==> src/rtl/envelope_vca.sv <==
// Envelope VCA: scales a signed 16-bit sample by a clamped Q1.15 envelope, with an optional squared gain curve.
// Serial shift-add multiply: 17 clocks (linear) or 33 clocks (squared) from strobe to out_valid; strobes while busy are dropped and flagged.
module envelope_vca #(
  parameter int SHIFT     = 15,
  parameter bit SQUARE_EN = 1'b1
) (
  input  logic               clk,
  input  logic               rst_n,
  input  logic signed [15:0] sample_in,
  input  logic               sample_valid,
  input  logic [15:0]        envelope,
  input  logic               curve_sel,
  output logic signed [15:0] sample_out,
  output logic               out_valid,
  output logic               busy,
  output logic               overrun
);

  localparam int ACC_W = 33;

  typedef enum logic [1:0] {IDLE, SQUARE, SCALE, DONE} state_t;

  state_t                   state_q;
  logic [3:0]               cnt_q;
  logic signed [15:0]       sample_q;
  logic [15:0]              mplier_q;
  logic signed [ACC_W-1:0]  mcand_q;
  logic signed [ACC_W-1:0]  acc_q;
  logic signed [15:0]       sample_out_q;
  logic                     out_valid_q;
  logic                     busy_q;
  logic                     overrun_q;

  logic [15:0]              env_clamp;
  logic signed [ACC_W-1:0]  addend;
  logic signed [ACC_W-1:0]  acc_d;
  logic [ACC_W-1:0]         sq_shift;
  logic [15:0]              gain_sq;

  // Anything at or above unity collapses to exactly 0x8000.
  assign env_clamp = envelope[15] ? 16'h8000 : envelope;
  assign addend    = mplier_q[0] ? mcand_q : '0;
  assign acc_d     = acc_q + addend;
  assign sq_shift  = acc_d >> SHIFT;
  assign gain_sq   = (sq_shift > ACC_W'(32'h8000)) ? 16'h8000 : sq_shift[15:0];

  always_ff @(posedge clk or negedge rst_n) begin
    if (!rst_n) begin
      state_q      <= IDLE;
      cnt_q        <= '0;
      sample_q     <= '0;
      mplier_q     <= '0;
      mcand_q      <= '0;
      acc_q        <= '0;
      sample_out_q <= '0;
      out_valid_q  <= 1'b0;
      busy_q       <= 1'b0;
      overrun_q    <= 1'b0;
    end else begin
      out_valid_q <= 1'b0;
      if (sample_valid && (state_q != IDLE)) begin
        overrun_q <= 1'b1;
      end
      case (state_q)
        IDLE: begin
          if (sample_valid) begin
            sample_q <= sample_in;
            acc_q    <= '0;
            cnt_q    <= '0;
            busy_q   <= 1'b1;
            mplier_q <= env_clamp;
            if (curve_sel && SQUARE_EN) begin
              mcand_q <= ACC_W'(env_clamp);
              state_q <= SQUARE;
            end else begin
              mcand_q <= ACC_W'(sample_in);
              state_q <= SCALE;
            end
          end
        end
        SQUARE: begin
          cnt_q <= cnt_q + 4'd1;
          if (cnt_q == 4'd15) begin
            // Squared gain becomes the multiplier for the sample pass.
            acc_q    <= '0;
            mcand_q  <= ACC_W'(sample_q);
            mplier_q <= gain_sq;
            state_q  <= SCALE;
          end else begin
            acc_q    <= acc_d;
            mcand_q  <= mcand_q <<< 1;
            mplier_q <= mplier_q >> 1;
          end
        end
        SCALE: begin
          acc_q    <= acc_d;
          mcand_q  <= mcand_q <<< 1;
          mplier_q <= mplier_q >> 1;
          cnt_q    <= cnt_q + 4'd1;
          if (cnt_q == 4'd15) begin
            state_q <= DONE;
          end
        end
        DONE: begin
          // Bit-select of the two's-complement product is a floor shift.
          sample_out_q <= acc_q[SHIFT +: 16];
          out_valid_q  <= 1'b1;
          busy_q       <= 1'b0;
          state_q      <= IDLE;
        end
        default: state_q <= IDLE;
      endcase
    end
  end

  assign sample_out = sample_out_q;
  assign out_valid  = out_valid_q;
  assign busy       = busy_q;
  assign overrun    = overrun_q;

endmodule

==> config.mk <==
export PLATFORM = sky130hd
export DESIGN_NAME = envelope_vca
export DESIGN_NICKNAME = d
export VERILOG_FILES = /design/src/rtl/envelope_vca.sv
export SDC_FILE = /design/constraint.sdc
export NUM_CORES = 1
export LEC_CHECK = 0
export ABC_AREA = 1
export CORE_ASPECT_RATIO = 0.75
export CORE_MARGIN = 5
export CORE_UTILIZATION = 50
export CTS_CLUSTER_SIZE = 12
export DETAILED_ROUTE_END_ITERATION = 12
export DONT_BUFFER_PORTS = 1
export PLACE_DENSITY = 0.69
export SLEW_MARGIN = 20
export SYNTH_ARGS = -nofsm -noshare
export SYNTH_HDL_FRONTEND = slang
export SYNTH_SLANG_ARGS = --single-unit
==> constraint.sdc <==
create_clock -name clk -period 9.2 [get_ports clk]
set_input_delay 0.92 -clock clk [delete_from_list [all_inputs] [get_ports clk]]
set_output_delay 0.92 -clock clk [all_outputs]
set_load 0.02 [all_outputs]
==> flow_summary.json <==
{
  "cellPowerDensity_mw_per_mm2": 383,
  "power.sequential.fraction": 0.277,
  "worst_setup_hold_path_clk_slew_ns": 0.06,
  "die-width_um": 160,
  "fin_hold_ws_ns": 0.190,
  "area_growth_syn_to_layout_pct": 9.12,
  "cts.htree.levels": 4,
  "core_area_mm2": 0.0167,
  "vias": 7918,
  "finalCoreUtilization": 0.552,
  "grt_use_total": 0.251,
  "detailed_route_drc_error_count": 0,
  "via_per_inst": 5.38,
  "critPathArrivalTime_ns": 4.51,
  "first_pass_grt_wire_length_mm": 38.8,
  "grt_remaining_overflow": 0,
  "multi_input_combinational_cell_area_mm2": 0.00435,
  "cap_violations": 0,
  "largest_net_degree_at_the_start_of_global_routing": 124,
  "finalWorstPathRequiredPeriod_ns": 4.15,
  "reg2reg_launch_point": "state_q[1]$_DFFE_PN0P_",
  "place_hpwl_mm": 18.2,
  "fin_setup_tns_ns": 0,
  "max-clock-path-buffers": 2,
  "placed_cells_incl_taps": 1439,
  "clock-root-buffer": "sky130_fd_sc_hd__clkbuf_16",
  "post_synthesis_instance_total": 1258,
  "worst_margin_slew_ns": 1.00,
  "placement.cell_area_mm2": 0.00860,
  "vertical_die_dimension_um": 123,
  "grt_antenna_before_repair": 0,
  "yosys_register_bits": 123,
  "slowest_cell_on_crit_path": "sky130_fd_sc_hd__nor2_1",
  "mappedNetlistArea_mm2": 0.00847,
  "slew-limit-headroom": 0.331,
  "critPathMaxStageDelay_ns": 0.81,
  "power.ir.vdd_worst_v": 0.000177,
  "layout-drive-gt1-share": 0.0780,
  "critical_path.top_delay_family": "simple AND/OR/NAND/NOR gates",
  "final_max_slew_viol_count": 0,
  "critical_path.endpoint_type": "flop",
  "hold_viol_final": 0,
  "min_path_type": "in2async",
  "cts_resized": 0,
  "clock.fmax_ghz": 0.241,
  "power.net_switching_mw": 1.73,
  "power.static_leakage_nw": 4.99,
  "start_util": 0.506,
  "skew_ns": 0.00987,
  "p_sw_frac": 0.488,
  "design.portCount": 55,
  "setup_violations": 0,
  "initialDrtViolationCount": 896,
  "num-nets-final": 1317,
  "type_of_origin_of_the_critical_path": "flop",
  "vias_in_the_first_global_route": 7299,
  "internal-power_mw": 1.81,
  "layout_worst_path_cycle_share": 0.452,
  "combinationalPowerShare": 0.516,
  "reg2reg_slack_ns": 5.05,
  "cts_buffers": 17,
  "cp.required_ns": 9.55,
  "cts_num_sinks": 123,
  "timing.reg2reg.worst_path_depth": 11,
  "num-fill-cells": 1669,
  "dr.pass1.iters": 6,
  "critical_path.cell_chain": "inv_1 > ha_1 > buf_4 > inv_2 > nor2_1 > inv_1 > nor2_1 > inv_1 > a21oi_1 > o21ai_1 > nand2_1",
  "post-cts-setup-buffer-count": 0,
  "critical_path_start_end_classification": "reg2reg",
  "worst_path_most_repeated_cell": "sky130_fd_sc_hd__inv_1",
  "grt_setup_unrepaired": "no",
  "cts_tree": "yes",
  "synth.yosys.seq_area_share": 0.364,
  "post_cts_hold_buffer_count": 0,
  "insertion_delay_ns": 0.42,
  "crit_fanout": 23,
  "r2r_end": "acc_q[10]$_DFFE_PN0P_",
  "critical_path_buf_inv_count": 5,
  "finish.instance_area_mm2": 0.00924,
  "synth.avg_cell_area_um2": 6.73,
  "clockPowerShare": 0.207,
  "place.gp.congestion": 0.930,
  "avgRoutedWirePerCell_um": 16.5,
  "register_area_mm2": 0.00308,
  "io_buffer_count": 0,
  "syn_nets": 1332,
  "antenna_left": 0,
  "ys_warn_count": 0,
  "total_die_area_mm2": 0.0197,
  "run_status": "complete, no violations",
  "antenna-diode-count": 0,
  "routed_wl_mm": 24.2,
  "placement_rows": 41,
  "final_cell_count_no_fill": 1471,
  "synth.lib_cells_used.distinct": 48
}
-- synth_stat cells, drive strengths merged --
cell / n / share of area
dfrtp: 123 / 0.36
ha: 37 / 0.055
a21boi: 1 / 0.00089
o2111ai: 3 / 0.0031
nand2: 402 / 0.18
nor4: 2 / 0.0015
xor2: 4 / 0.0059
and2: 3 / 0.0022
clkbuf: 32 / 0.014
nand4: 9 / 0.0067
o211ai: 2 / 0.0018
nand3b: 3 / 0.0027
a21o: 1 / 0.00089
a31oi: 3 / 0.0022
inv: 231 / 0.10
a221o: 1 / 0.0012
a32o: 3 / 0.0035
a211oi: 1 / 0.00089
buf: 5 / 0.0050
xnor2: 2 / 0.0030
a22o: 3 / 0.0031
clkinv: 4 / 0.0018
a21oi: 70 / 0.043
fa: 1 / 0.0024
a22oi: 10 / 0.0089
nand3: 47 / 0.035
nor3: 4 / 0.0030
or2: 5 / 0.0037
o21bai: 1 / 0.00089
nor2: 128 / 0.061
a221oi: 9 / 0.0093
o21ai: 82 / 0.048
o41ai: 1 / 0.0010
o22ai: 25 / 0.018
-- power groups by stage --
stage | clock network, mW | logic, mW | registers (mW)
after floorplan | 0 | 1.42 | 0.915
after global routing | 0.768 | 2.06 | 1.01
after CTS | 0.742 | 1.81 | 0.978
after detailed placement | 0 | 1.80 | 0.981
final | 0.733 | 1.83 | 0.981
after global placement | 0 | 1.76 | 0.982
-- routing by layer --
layer	global-route usage	vias up	part of all wire
met5	0	-	0
li1	-	3928	-
met1	0.377	3603	0.48
met4	0.0833	0	0.024
met3	0.0577	47	0.089
met2	0.356	340	0.40
-- logic make-up (layout without fill, tap and decap cells) --
family | Yosys count | after routing | share of synthesized area
buffers and inverters | 272 | 270 | 0.123
adder cells (fa/ha/maj) | 38 | 38 | 0.0570
AO/OA/AOI/OAI | 216 | 216 | 0.148
AND/OR/NAND/NOR | 603 | 603 | 0.299
XOR/XNOR | 6 | 6 | 0.00887
flip-flops | 123 | 123 | 0.364
-- final cells by class --
cell class | count | share of cell area
Multi-Input combinational cell | 863 | 0.471
Sequential cell | 123 | 0.333
Inverter | 235 | 0.0955
Clock buffer | 17 | 0.0461
Tap cell | 215 | 0.0291
Clock inverter | 15 | 0.0229
Timing Repair Buffer | 3 | 0.00244
-- how the worst max path moves through the flow --
stage                                          to  cells past startpoint               startpoint  slack, ns
after floorplan           mplier_q[5]$_DFFE_PN0P_                     27  mplier_q[0]$_DFFE_PN0P_       6.30
after global placement      acc_q[10]$_DFFE_PN0P_                     11   state_q[1]$_DFFE_PN0P_       5.28
after detailed placement    acc_q[10]$_DFFE_PN0P_                     11   state_q[0]$_DFFE_PN0P_       5.10
after CTS                   acc_q[10]$_DFFE_PN0P_                     11   state_q[0]$_DFFE_PN0P_       5.06
after global routing        acc_q[10]$_DFFE_PN0P_                     11   state_q[1]$_DFFE_PN0P_       4.64
final                       acc_q[10]$_DFFE_PN0P_                     11   state_q[1]$_DFFE_PN0P_       5.05
-- sequential cells by signal, summed over array words and instances, names as in the netlist --
signal      flops
sample_out     16
sample_q       16
state_q         2
mcand_q        33
mplier_q       16
acc_q          33
busy            1
overrun         1
out_valid       1
cnt_q           4
-- per-stage QoR --
stage / power, mW / setup WS [ns]
floorplan: 2.33 / 6.30
CTS: 3.53 / 5.06
global placement: 2.74 / 5.28
global route: 3.84 / 4.64
detailed placement: 2.78 / 5.10
finish: 3.54 / 5.05
-- cells in the final DEF (no fill, tap or decap), drive strengths merged, types with 5 or more instances in the layout --
cell type / instances
nand2: 402
inv: 237
nor2: 128
dfrtp: 123
o21ai: 82
a21oi: 70
nand3: 47
ha: 37
o22ai: 25
clkbuf: 17
a22oi: 10
nand4: 9
a221oi: 9
clkinv: 5
or2: 5
(Power assumes the default switching activity.)
